**config.mk**
```make
export PLATFORM = sky130hd
export DESIGN_NAME = feature_frame_capture_flat
export DESIGN_NICKNAME = d
export VERILOG_FILES = /design/src/rtl/feature_frame_capture_pkg.sv /design/src/rtl/feature_frame_capture_if.sv /design/src/rtl/feature_frame_capture_out_slot.sv /design/src/rtl/feature_frame_capture.sv /design/src/flat_wrapper.sv
export SDC_FILE = /design/constraint.sdc
export NUM_CORES = 1
export LEC_CHECK = 0
export ABC_AREA = 1
export CAP_MARGIN = 15
export CORE_MARGIN = 1
export CORE_UTILIZATION = 49
export DETAILED_ROUTE_END_ITERATION = 8
export GPL_TIMING_DRIVEN = 0
export PLACE_DENSITY = 0.78
export SLEW_MARGIN = 20
export SYNTH_ARGS = -nofsm -noshare
export SYNTH_HDL_FRONTEND = slang
export SYNTH_SLANG_ARGS = --single-unit
export TNS_END_PERCENT = 100
```
**constraint.sdc**
```tcl
create_clock -name clk -period 2.19 [get_ports clk]
set_input_delay 0.5475 -clock clk [delete_from_list [all_inputs] [get_ports clk]]
set_output_delay 0.5475 -clock clk [all_outputs]
set_load 0.01 [all_outputs]
```
**src/rtl/feature_frame_capture_pkg.sv**
```systemverilog
// ptree_feat_pkg: widths, feature indices, bundle type and FSM states for the frame capture block
package ptree_feat_pkg;
    localparam int FW           = 8;
    localparam int NUM_FEATURES = 279;
    localparam int CNT_W        = 16;
    localparam int NF           = 5;
    localparam int IDX_W        = $clog2(NUM_FEATURES);
    localparam int IDX0         = 13;
    localparam int IDX1         = 27;
    localparam int IDX2         = 235;
    localparam int IDX3         = 264;
    localparam int IDX4         = 278;
    localparam int IDX [NF]     = '{IDX0, IDX1, IDX2, IDX3, IDX4};

    typedef logic [FW-1:0] feat_t;
    typedef feat_t [NF-1:0] feat_bundle_t;
    typedef enum logic [1:0] {IDLE, CAPT, WAIT} state_t;
endpackage

```
**src/rtl/feature_frame_capture_if.sv**
```systemverilog
// feature_frame_capture_if: serial beat input, feature bundle output and status of the capture block
interface feature_frame_capture_if #(parameter int CNT_W = ptree_feat_pkg::CNT_W);
    import ptree_feat_pkg::*;
    logic             in_valid;
    logic             in_sof;
    logic [FW-1:0]    in_data;
    logic             in_ready;
    logic             feat_valid;
    logic             feat_ready;
    logic [FW-1:0]    f0, f1, f2, f3, f4;
    logic             frame_err;
    logic [CNT_W-1:0] frames_done;

    modport master (
        output in_valid, in_sof, in_data, feat_ready,
        input  in_ready, feat_valid, f0, f1, f2, f3, f4, frame_err, frames_done
    );
    modport slave (
        input  in_valid, in_sof, in_data, feat_ready,
        output in_ready, feat_valid, f0, f1, f2, f3, f4, frame_err, frames_done
    );
endinterface

```
**src/rtl/feature_frame_capture_out_slot.sv**
```systemverilog
// feat_out_slot: held feature bundle with valid/ready handshake and saturating delivery counter
module feat_out_slot import ptree_feat_pkg::*; #(
    parameter int CNT_W = ptree_feat_pkg::CNT_W
) (
    input  logic             clk,
    input  logic             rst_n,
    input  logic             i_load,
    input  feat_bundle_t     i_data,
    input  logic             i_ready,
    output logic             o_valid,
    output logic             o_free,
    output feat_bundle_t     o_data,
    output logic [CNT_W-1:0] o_count
);
    logic             r_valid;
    feat_bundle_t     r_data;
    logic [CNT_W-1:0] r_count;
    logic             w_deliver;

    assign w_deliver = r_valid && i_ready;
    assign o_free    = !r_valid || i_ready;
    assign o_valid   = r_valid;
    assign o_data    = r_data;
    assign o_count   = r_count;

    // A load wins over a same-cycle delivery so the new bundle stays valid
    always_ff @(posedge clk or negedge rst_n) begin
        if (!rst_n) begin
            r_valid <= 1'b0;
            r_data  <= '0;
            r_count <= '0;
        end else begin
            r_valid <= i_load || (r_valid && !i_ready);
            if (i_load) r_data <= i_data;
            if (w_deliver && r_count != '1) r_count <= r_count + 1'b1;
        end
    end
endmodule

```
**src/rtl/feature_frame_capture.sv**
```systemverilog
// feature_frame_capture: captures the five tree features from a byte-serial frame into a handshaked bundle
module feature_frame_capture import ptree_feat_pkg::*; #(
    parameter int CNT_W = ptree_feat_pkg::CNT_W
) (
    input logic                    clk,
    input logic                    rst_n,
    feature_frame_capture_if.slave bus
);
    state_t           r_state, w_state_nxt;
    logic [IDX_W-1:0] r_idx, w_idx_nxt, w_bidx;
    feat_bundle_t     r_work, w_work_nxt, w_out;
    logic             r_err, w_acc, w_take, w_last, w_err, w_load, w_free;

    assign bus.in_ready = r_state != WAIT;
    assign w_acc        = bus.in_valid && bus.in_ready;

    // Beat classification, working-slot update, index and next state
    always_comb begin
        w_bidx      = (bus.in_sof || r_state == IDLE) ? '0 : r_idx;
        w_take      = w_acc && (bus.in_sof || r_state == CAPT);
        w_err       = w_acc && ((r_state == IDLE && !bus.in_sof) || (r_state == CAPT && bus.in_sof));
        w_last      = w_take && w_bidx == IDX_W'(NUM_FEATURES - 1);
        w_load      = (w_last || r_state == WAIT) && w_free;
        w_idx_nxt   = w_take ? (w_last ? '0 : w_bidx + 1'b1) : r_idx;
        w_state_nxt = (w_last || r_state == WAIT) ? (w_free ? IDLE : WAIT) : (w_take ? CAPT : r_state);
        w_work_nxt  = r_work;
        for (int k = 0; k < NF; k++)
            if (w_take && w_bidx == IDX_W'(IDX[k])) w_work_nxt[k] = bus.in_data;
    end

    // FSM state register
    always_ff @(posedge clk or negedge rst_n) begin
        if (!rst_n) r_state <= IDLE;
        else        r_state <= w_state_nxt;
    end

    // Beat index, working slots and framing-error pulse
    always_ff @(posedge clk or negedge rst_n) begin
        if (!rst_n) begin
            r_idx  <= '0;
            r_work <= '0;
            r_err  <= 1'b0;
        end else begin
            r_idx  <= w_idx_nxt;
            r_work <= w_work_nxt;
            r_err  <= w_err;
        end
    end

    feat_out_slot #(.CNT_W(CNT_W)) u_out (
        .clk     (clk),
        .rst_n   (rst_n),
        .i_load  (w_load),
        .i_data  (w_work_nxt),
        .i_ready (bus.feat_ready),
        .o_valid (bus.feat_valid),
        .o_free  (w_free),
        .o_data  (w_out),
        .o_count (bus.frames_done)
    );

    assign bus.f0        = w_out[0];
    assign bus.f1        = w_out[1];
    assign bus.f2        = w_out[2];
    assign bus.f3        = w_out[3];
    assign bus.f4        = w_out[4];
    assign bus.frame_err = r_err;
endmodule

```
**src/flat_wrapper.sv**
```systemverilog
// flat-port wrapper written by rule: the top's interface ports become plain ports
module feature_frame_capture_flat import ptree_feat_pkg::*;
#(
    parameter int CNT_W = ptree_feat_pkg::CNT_W
)
  (clk, rst_n, bus_in_valid, bus_in_sof, bus_in_data, bus_feat_ready, bus_in_ready, bus_feat_valid, bus_f0, bus_f1, bus_f2, bus_f3, bus_f4, bus_frame_err, bus_frames_done);
  feature_frame_capture_if #(.CNT_W(CNT_W)) bus_i ();
  input logic clk;
  input logic rst_n;
  input wire logic [$bits(bus_i.in_valid)-1:0] bus_in_valid;
  input wire logic [$bits(bus_i.in_sof)-1:0] bus_in_sof;
  input wire logic [$bits(bus_i.in_data)-1:0] bus_in_data;
  input wire logic [$bits(bus_i.feat_ready)-1:0] bus_feat_ready;
  output wire logic [$bits(bus_i.in_ready)-1:0] bus_in_ready;
  output wire logic [$bits(bus_i.feat_valid)-1:0] bus_feat_valid;
  output wire logic [$bits(bus_i.f0)-1:0] bus_f0;
  output wire logic [$bits(bus_i.f1)-1:0] bus_f1;
  output wire logic [$bits(bus_i.f2)-1:0] bus_f2;
  output wire logic [$bits(bus_i.f3)-1:0] bus_f3;
  output wire logic [$bits(bus_i.f4)-1:0] bus_f4;
  output wire logic [$bits(bus_i.frame_err)-1:0] bus_frame_err;
  output wire logic [$bits(bus_i.frames_done)-1:0] bus_frames_done;
  assign bus_i.in_valid = bus_in_valid;
  assign bus_i.in_sof = bus_in_sof;
  assign bus_i.in_data = bus_in_data;
  assign bus_i.feat_ready = bus_feat_ready;
  assign bus_in_ready = bus_i.in_ready;
  assign bus_feat_valid = bus_i.feat_valid;
  assign bus_f0 = bus_i.f0;
  assign bus_f1 = bus_i.f1;
  assign bus_f2 = bus_i.f2;
  assign bus_f3 = bus_i.f3;
  assign bus_f4 = bus_i.f4;
  assign bus_frame_err = bus_i.frame_err;
  assign bus_frames_done = bus_i.frames_done;
  feature_frame_capture #(.CNT_W(CNT_W)) u_core (.clk(clk), .rst_n(rst_n), .bus(bus_i));
endmodule
```
# ---- After elaboration in Yosys (flattened, before gate mapping)
# Index checks and enable logic that the tools add are counted.
# W data, S select, Z words.
dict set report word_totals {
  ff_bits 109
  out_inout_bits 59
  input_bits 13
}
dict set report classes {
  n_mux 10
  n_reduce_logical 25
  add_sub_neg 2
  eq_ne 9
}
# cell count
set op_table {}
lappend op_table {{$mux W8} 5}
lappend op_table {{$eq A9 B9 Y1 const B} 2}
lappend op_table {{$mux W9} 2}
lappend op_table {{$add A16 B1 Y16 const B} 1}
lappend op_table {{$ne A16 B16 Y1 const B} 1}
lappend op_table {{$logic_and A1 B1 Y1} 14}
lappend op_table {{$add A9 B1 Y9 const B} 1}
lappend op_table {{$eq A9 B4 Y1 const B} 1}
lappend op_table {{$eq A9 B5 Y1 const B} 1}
lappend op_table {{$eq A9 B8 Y1 const B} 1}
lappend op_table {{$logic_or A1 B1 Y1} 6}
lappend op_table {{$mux W2} 3}
lappend op_table {{$logic_not A1 Y1} 3}
lappend op_table {{$eq A2 B1 Y1 const B} 1}
lappend op_table {{$eq A2 B2 Y1 const B} 1}
lappend op_table {{$logic_not A2 Y1} 1}
lappend op_table {{$ne A2 B2 Y1 const B} 1}
lappend op_table {{$reduce_bool A2 Y1} 1}

# ---- Longest topological paths before layout
# Gate-level depths: netlist of run 1.
dict set report logic_depth {
  ltp_word 8
  ltp_mapped 14
}

# ---- Cells and area by module
# A second synthesis of run 1 with hierarchy kept.
dict set report unflattened {
  hier_cells 636
  hier_area_um2 5172.5
}
# module instances area_each_um2 cells_each
set by_module_without_submodules {}
lappend by_module_without_submodules {feature_frame_capture 1 2602.5 309}
lappend by_module_without_submodules {feat_out_slot 1 2570.0 327}

# ---- Worst setup path after synthesis of run 1
# OpenSTA, ideal clock, no wires.
dict set report synth_path {
  path_type {input to register}
  startpoint {in bus_in_sof}
  endpoint {reg u_core.u_out.r_data (netlist bit u_core.u_out.o_data[16])}
  required_ps 2073
  t_arrival_ps 2035
  setup_slack_ps 38
  setup_ps 117
  path_stages 13
  cell_sequence {nor2_4 -> buf_6 -> inv_1 -> nor2_1 -> ha_1 -> nand2_1 -> nor2_8 -> nand3_4 -> nand2_2 -> nand2_2 -> buf_2 -> nand2_1 -> nand2_1}
}
dict set report synth_between {
  elab_chain_len 6
  word_cells_on_any_way 11
  classes_between {eq/ne: 2; mux: 2; reduce/logical: 7}
}
# item line_no
set synth_rtl {}
lappend synth_rtl {{start: declaration} flat_wrapper.sv:11} ;# input wire logic [$bits(bus_i.in_sof)-1:0] bus_in_sof;
lappend synth_rtl {{$logic_or A1 B1 Y1} feature_frame_capture.sv:19} ;# w_bidx = (bus.in_sof || r_state == IDLE) ? '0 : r_idx;
lappend synth_rtl {{$mux W9} feature_frame_capture.sv:19}
lappend synth_rtl {{$eq A9 B9 Y1} feature_frame_capture.sv:22} ;# w_last = w_take && w_bidx == IDX_W'(NUM_FEATURES - 1);
lappend synth_rtl {{$logic_and A1 B1 Y1} feature_frame_capture.sv:22}
lappend synth_rtl {{$logic_or A1 B1 Y1} feature_frame_capture.sv:23} ;# w_load = (w_last || r_state == WAIT) && w_free;
lappend synth_rtl {{$logic_and A1 B1 Y1} feature_frame_capture.sv:23}
lappend synth_rtl {{end signal: assignment} feature_frame_capture_out_slot.sv:34} ;# if (i_load) r_data <= i_data;
lappend synth_rtl {{end: declaration} feature_frame_capture_out_slot.sv:16} ;# feat_bundle_t r_data;
# Several ways; a longest one is shown, not always the timed one.
# A chain may end at the register's enable or synchronous reset.

# ---- Final worst setup path of run 1
dict set report layout_path {
  startpoint {reg u_core.r_state[1]}
  endpoint {reg u_core.u_out.r_data (netlist bit u_core.u_out.o_data[35])}
}
dict set report layout_between {
  elab_chain_len 7
  word_cells_on_any_way 14
  classes_between {eq/ne: 4; mux: 2; reduce/logical: 8}
}
# item line_no
set layout_rtl {}
lappend layout_rtl {{start: declaration} feature_frame_capture.sv:9} ;# state_t r_state, w_state_nxt;
lappend layout_rtl {{start signal: assignment} feature_frame_capture.sv:34} ;# else r_state <= w_state_nxt;
lappend layout_rtl {{$logic_not A2 Y1} feature_frame_capture.sv:19}
lappend layout_rtl {{$logic_or A1 B1 Y1} feature_frame_capture.sv:19}
lappend layout_rtl {{$mux W9} feature_frame_capture.sv:19}
lappend layout_rtl {{$eq A9 B9 Y1} {feature_frame_capture.sv:22, feature_frame_capture.sv:28}}
lappend layout_rtl {{$logic_and A1 B1 Y1} {feature_frame_capture.sv:22, feature_frame_capture.sv:28}}
lappend layout_rtl {{$logic_or A1 B1 Y1} feature_frame_capture.sv:23}
lappend layout_rtl {{$logic_and A1 B1 Y1} feature_frame_capture.sv:23}
# Several ways; a longest one is shown, not always the timed one.

==> metrics.md, run 1 <==
| Metric | Value |
|---|---|
| Final Cell Area | between 0.006 and 0.007 mm² |
| Die width | 104 µm |
| Max transition margin | between 50% and 60% |
| Minimum clock period | approximately 2.1 ns |
| DRT iter0 DRCs | about 260 |
| Hold Vio Cnt, Final | 0 |
| Tot GR Track Use | 23.6% |
| Post-DP Area | around 0.006 mm² |
| Clk_skew | 0.00812 ns |
| Pre-Repair DR Iteration Count | 5 |
| Area growth from synthesis to layout | 25.5% |
| CTS tree | yes |
| Gp weighted congestion | ~0.83 |
| Synth warn | 0 |
| Critical Setup Path Class | flop to flop |
| R2R setup slack | around 0.081 ns |
| Max-slew violation count | 0 |
| Worst Path Max Fanout | 10 |
| DP HPWL | between 8 and 9 mm |
| Vias in the first global route | between 4k and 5k |
| Max Cap Violations | 0 |
| Hold Crit Class | primary input to asynchronous set/reset pin |
| Core Footprint | about 0.0099 mm² |
| Critical path required time | 2.51 ns |
| R2R Path End | u_core.u_out.o_data[35] |
| Port-buffer cells | between 70 and 80 |
| Crit-path cells | buf_4 -> buf_4 -> a21boi_4 -> nand2_4 -> nor2_8 -> nand3_4 -> a21oi_4 -> buf_12 -> buf_2 -> nand2_1 -> nand2_1 |
| Clock Sinks | approximately 110 |
| Cts bufs inserted | 9 |
| Post-Route WL | around 12 mm |
| Die Height | 104 µm |
| CTS root buf | clkbuf_8 |
| Commonest non-fill, non-tap cells in the layout | nand2_1, dfrtp_1, clkdlybuf4s50_1 |
| Clk slew on worst S/H paths | about 0.10 ns |
| Antenna cell count | 0 |
| Worst path top cell family by delay | simple AND/OR/NAND/NOR gates |
| Pin count of the biggest net entering global routing | 67 |
| Syn_nets | around 600 |
| Initial antenna violation count | 0 |
| CP Depth | 11 |
| Antenna viol nets, final | 0 |
| Row Count | 36 |
| Critical Path AT | around 2.4 ns |
| Slew @ Worst Pin | ~0.6 ns |
| Setup crit start kind | flop |
| DRC violations left | 0 |
| Most used DFF post-synth | dfrtp_1 |
| Outcome | finished clean |
| Unique masters post-synth | 30 |
| Share of cells above drive strength 1 | between 10% and 20% |
| Synth Cell Area | ~0.005 mm² |
| Max stage delay on crit path | ~0.46 ns |
| Fraction of registers with async set or reset after synthesis | 100% |
| Starting density of the core | between 50% and 60% |
| Static Leak | approximately 3.3 nW |
| NumNets Final | between 700 and 800 |
| Setup-failing EPs final | 0 |
| Buf/Inv on CP | 4 |
| PwrDens | 592 mW/mm² |
| First-pass GRT wire length | around 20 mm |
| Via count | around 4.3k |
| WL per Instance | 14.6 µm |
| Worst vdd rail ir drop | 0.000363 V |
| R2R depth | 11 |
| Hold slack | between 0.07 and 0.08 ns |
| Via-per-instance ratio | between 5 and 6 |
| CP max-delay cell | dfrtp_2 |
| RSZ-0062 raised after global routing | yes |
| Clk_lat worst skew | between 0.3 and 0.4 ns |
| Cells after synthesis | 591 |
| Fillers | 827 |
| Die area | between 0.01 and 0.015 mm² |
| FF+latch count, synth | ~110 |
| Register area share after synthesis | between 50% and 60% |
| Final Cycle Share | 96.3% |
| H-tree levels | 3 |
| IO Pins | 72 |
| EDFF count, synth | 0 |
| CTS hold repair buffers | 0 |
| Highest clock rate | approximately 0.47 GHz |
| Most common cell after layout, fill and taps aside | nand2_1 |
| Syn_area_per_cell | roughly 8.6 µm² |
| Reg2Reg Launch Point | u_core.r_state[1] |
| Max clock buf depth | 2 |
| Grt ovf | 0 |
| Crit. End Element | flop |
==> cell usage after synthesis (9+ instances only) <==
cell     instances  area share [%]
nand4_1         30             3.7
buf_2            9            0.88
dfrtp_1        109              53
o21ai_0          9            0.88
nand3_1         41             4.0
xor2_1          13             2.2
nand2_1        275              20
inv_1           31             2.3
nor2_1          11            0.81
nor3_1           9            0.88
==> per-layer routing <==
metal  up-vias  routed length [µm]  global-route usage [%]
met1      2077                5390                    32.5
met2       139                5860                    37.5
met4         0                 176                    8.37
met5         -                   0                       0
met3        16                 678                    4.20
li1       2092                   -                       -
==> kinds of logic (layout without fill, tap and decap cells) <==
kind of cell             count (synthesis)  after routing  synth area share [%]
XOR/XNOR                                17             17                  2.92
buffers and inverters                   53            156                  5.10
flip-flops                             109            109                  53.5
AND/OR/NAND/NOR                        389            389                  34.9
adder cells (fa/ha/maj)                  5              5                  1.23
AO/OA/AOI/OAI                           18             18                  2.33
==> final cells by class <==
type                    instances  area, µm²  area share (%)
flip-flops and latches        109       2730            42.6
multi-input cells             429       2160            33.8
repair buffers                 87        861            13.5
well taps                     133        166            2.60
plain buffers                  18        141            2.21
clock buffers                  10        138            2.15
inverters                      35        133            2.07
clock inverters                 6       71.3            1.11
==> state kept, by name, indices dropped and copies added (netlist names) <==
register              cells
u_core.r_work            40
u_core.r_idx              9
u_core.r_state            2
u_core.bus.frame_err      1
u_core.u_out.o_data      40
u_core.u_out.o_valid      1
u_core.u_out.o_count     16
==> power by group <==
| part | total, W | internal, W | switching, W |
|---|---|---|---|
| Sequential | 0.00213 | 0.00206 | 0.0000668 |
| Clock | 0.00127 | 0.000570 | 0.000697 |
| Combinational | 0.000390 | 0.000176 | 0.000214 |
| Total | 0.00379 | 0.00281 | 0.000978 |
==> worst reg2reg max path: stages, from the launching register on <==
cell and delay (ns):
dfrtp_2 0.46, buf_4 0.15, buf_4 0.14, a21boi_4 0.19
nand2_4 0.14, nor2_8 0.19, nand3_4 0.14, a21oi_4 0.19
buf_12 0.14, buf_2 0.16, nand2_1 0.08, nand2_1 0.06
==> how the worst max path moves through the flow <==
| stage | startpoint | end |
|---|---|---|
| 2_1_floorplan | bus_in_sof | u_core.u_out.o_data[16] |
| 3_3_place_gp | rst_n | u_core.u_out.o_data[0] |
| 3_5_place_dp | bus_in_sof | u_core.u_out.o_data[33] |
| 4_1_cts | u_core.r_state[1] | u_core.u_out.o_data[11] |
| 5_1_grt | u_core.r_state[0] | u_core.u_out.o_data[3] |
| 6_report | u_core.r_state[1] | u_core.u_out.o_data[35] |
==> what timing repair did <==
item                       4_1_cts  5_1_grt
gates resized for setup          6       18
setup buffers                    3        9
setup endpoints to repair       92       67
gates cloned                     0        3
pin swaps                        2        4
==> stage by stage <==
step                        TNS, ns  setup WS (ns)  std cells  util [%]  total power, W
after CTS                 -0.000338      -0.000338        815      63.1         0.00381
after global routing        -0.0627        -0.0172        827      64.6         0.00395
after floorplan                   0         0.0379        591         -         0.00233
final                             0         0.0805        827      64.6         0.00379
after detailed placement     -65.33         -0.882        796      60.6         0.00255
after global placement      -438.16          -3.50        795      60.3         0.00253
No activity file was read; power rests on OpenSTA's default activity.
==> inputs of run 2 (changes only) <==
--- a/config.mk
+++ b/config.mk
@@ -6,7 +6,9 @@
 export NUM_CORES = 1
 export LEC_CHECK = 0
 export ABC_AREA = 1
+export ABC_CLOCK_PERIOD_IN_PS = 2190
 export CAP_MARGIN = 15
+export CORE_ASPECT_RATIO = 1.2
 export CORE_MARGIN = 1
 export CORE_UTILIZATION = 49
 export DETAILED_ROUTE_END_ITERATION = 8
==> run 2 against run 1 <==
Against the previous run:
- worst hold slack better by 0.060 ns
- clock skew fell by 0.0029 ns
- final cell count down 0.48%
- routed wire length increased by 3.3%
- register-to-register slack about the same
- global-route usage grew 0.58 points
- non-clock buffer count is 4 higher
- first-iteration DRC count grew 7.5%
- combinational power rose by 2%
- fmax increased by 0.29%
- clock-buffer cell count did not move
==> metrics.md, run 2 (synthesis results as in run 1) <==
| Metric | Value |
|---|---|
| Worst vdd rail ir drop | 0.000438 V (+20%) |
| Antenna viol nets, final | 0 (unchanged) |
| Clock Sinks | 109 (unchanged) |
| Hold Vio Cnt, Final | 0 (unchanged) |
| Minimum clock period | 2.10 ns (-0.00608 ns) |
| Row Count | 40 (+11%) |
| Static Leak | 3.31 nW (+1.6%) |
| Max-slew violation count | 0 (unchanged) |
| CTS tree | yes |
| Slew @ Worst Pin | 0.541 ns (-0.0591 ns) |
| Via count | 4398 (+1.7%) |
| Max clock buf depth | 2 (unchanged) |
| CTS root buf | clkbuf_16 |
| Pre-Repair DR Iteration Count | 5 (unchanged) |
| Clk_lat worst skew | 0.35 ns (-0.03 ns) |
| PwrDens | 636 mW/mm² (+7.5%) |
| Critical Setup Path Class | flop to flop |
| Antenna cell count | 0 (unchanged) |
| Setup TNS | 0 ns (unchanged) |
| Starting density of the core | 50.7% (-0.77 points) |
| H-tree levels | 3 (unchanged) |
| DRC violations left | 0 (unchanged) |
| Die Height | 114 µm (+9.4%) |
| Gp weighted congestion | 0.861 (+3.6%) |
| Clk slew on worst S/H paths | 0.07 ns (-0.03 ns) |
| Setup-failing EPs final | 0 (unchanged) |
| Most common cell after layout, fill and taps aside | nand2_1 |
| NumNets Final | 711 (+0.57%) |
| Critical Path AT | 2.35 ns (-0.08 ns) |
| Initial antenna violation count | 0 (unchanged) |
| Dpl ws | -0.876 ns (+0.00578 ns) |
| Outcome | finished clean |
| IO Pins | 72 (unchanged) |
| WL per Instance | 15.2 µm (+3.8%) |
| Max Cap Violations | 0 (unchanged) |
| Port-buffer cells | 71 (unchanged) |
| Max transition margin | 63.6% (+4.0 points) |
| Critical path required time | 2.43 ns (-0.08 ns) |
| Setup crit start kind | flop |
| DP HPWL | 8.52 mm (+1.2%) |
| Commonest non-fill, non-tap cells in the layout | nand2_1, dfrtp_1, clkdlybuf4s50_1 |
| Via-per-instance ratio | 5.34 (+2.2%) |
| Post-route worst setup slack | 0.0866 ns (+0.00608 ns) |
| Vias in the first global route | 4261 (-0.75%) |
| Pin count of the biggest net entering global routing | 57 (-15%) |
| Crit. End Element | flop |
| Cts bufs inserted | 9 (unchanged) |
| Core Footprint | 0.0101 mm² (+1.5%) |
| Share of cells above drive strength 1 | 13.2% (+0.95 points) |
| Post-Route WL | 12.5 mm (+3.3%) |
| Hold Crit Class | primary input to asynchronous set/reset pin |
| Die width | 95.1 µm (-8.5%) |
| Grt ovf | 0 (unchanged) |
| Area growth from synthesis to layout | 28.1% |
| Final Cycle Share | 96.0% (-0.28 points) |
| Die area | 0.0108 mm² (about the same) |
| Total power | 0.00416 W (+9.7%) |
| Tot GR Track Use | 24.2% (+0.58 points) |
| Util after Layout | 65.0% (+0.37 points) |
| Hold slack | 0.137 ns (+0.0597 ns) |
| First-pass GRT wire length | 20.2 mm (-1.2%) |
| Worst Path Max Fanout | 8 (-2) |
| R2R depth | 14 (+3) |
| DRT iter0 DRCs | 274 (+7.5%) |
| Clk_skew | 0.00525 ns (-0.00288 ns) |
| Highest clock rate | 0.475 GHz (+0.29%) |
run 2: report_power, final:
group / total, W / internal [W] / switching (W)
clock network: 0.00162 / 0.000885 / 0.000737
logic: 0.000399 / 0.000181 / 0.000218
registers: 0.00214 / 0.00207 / 0.0000686
run 2: final cells by class:
cell class,instances,area [µm²]
clock inverter,5,61.3
clock buffer,10,229
multi-input combinational,429,2180
timing repair buffer,91,902
fill,783,3530
buffer,18,138
sequential,109,2730
tap,126,158
inverter,35,133
run 2: repair_timing:
action,CTS,global route
pin swaps,2,4
gates cloned,0,2
endpoints found under the setup margin,92,68
hold buffers,0,0
gates resized for setup,4,25
setup buffers,3,14
run 2: stage by stage:
step	area (µm²)	std cells
global placement	5970	788
CTS	6320	807
finish	6530	823
detailed placement	6000	789
floorplan	5100	591
global route	6530	823
run 2: path summary, 6_finish.rpt:
kind	endpoint	slack [ns]	from
setup reg to reg	u_core.u_out.o_data[25]	0.09	u_core.r_state[1]
hold reg to reg	u_core.r_work[28]	0.47	u_core.r_work[28]
max in group asynchronous	u_core.u_out.o_data[12]	1.41	rst_n
hold / removal	u_core.r_idx[7]	0.14	rst_n
setup / recovery	u_core.u_out.o_data[25]	0.09	u_core.r_state[1]
min in group clk	u_core.r_work[28]	0.47	u_core.r_work[28]
run 2: worst max-delay path, stage by stage (launching register included):
cell	delay, ns
dfrtp_2	0.44
nor2_2	0.16
nor2_4	0.06
buf_6	0.13
inv_2	0.09
nor2_4	0.06
inv_1	0.10
ha_1	0.17
nand4_1	0.18
inv_1	0.18
nand3_4	0.13
nand2_1	0.11
nand2_1	0.07
nand2_1	0.07
nand2_1	0.05
run 2: layer usage:
layer	vias up	wire length, µm	track usage (%)
met3	24	852	4.60
li1	2088	-	-
met5	-	0	0
met2	188	6250	40.9
met1	2098	5150	30.9
met4	0	255	8.08
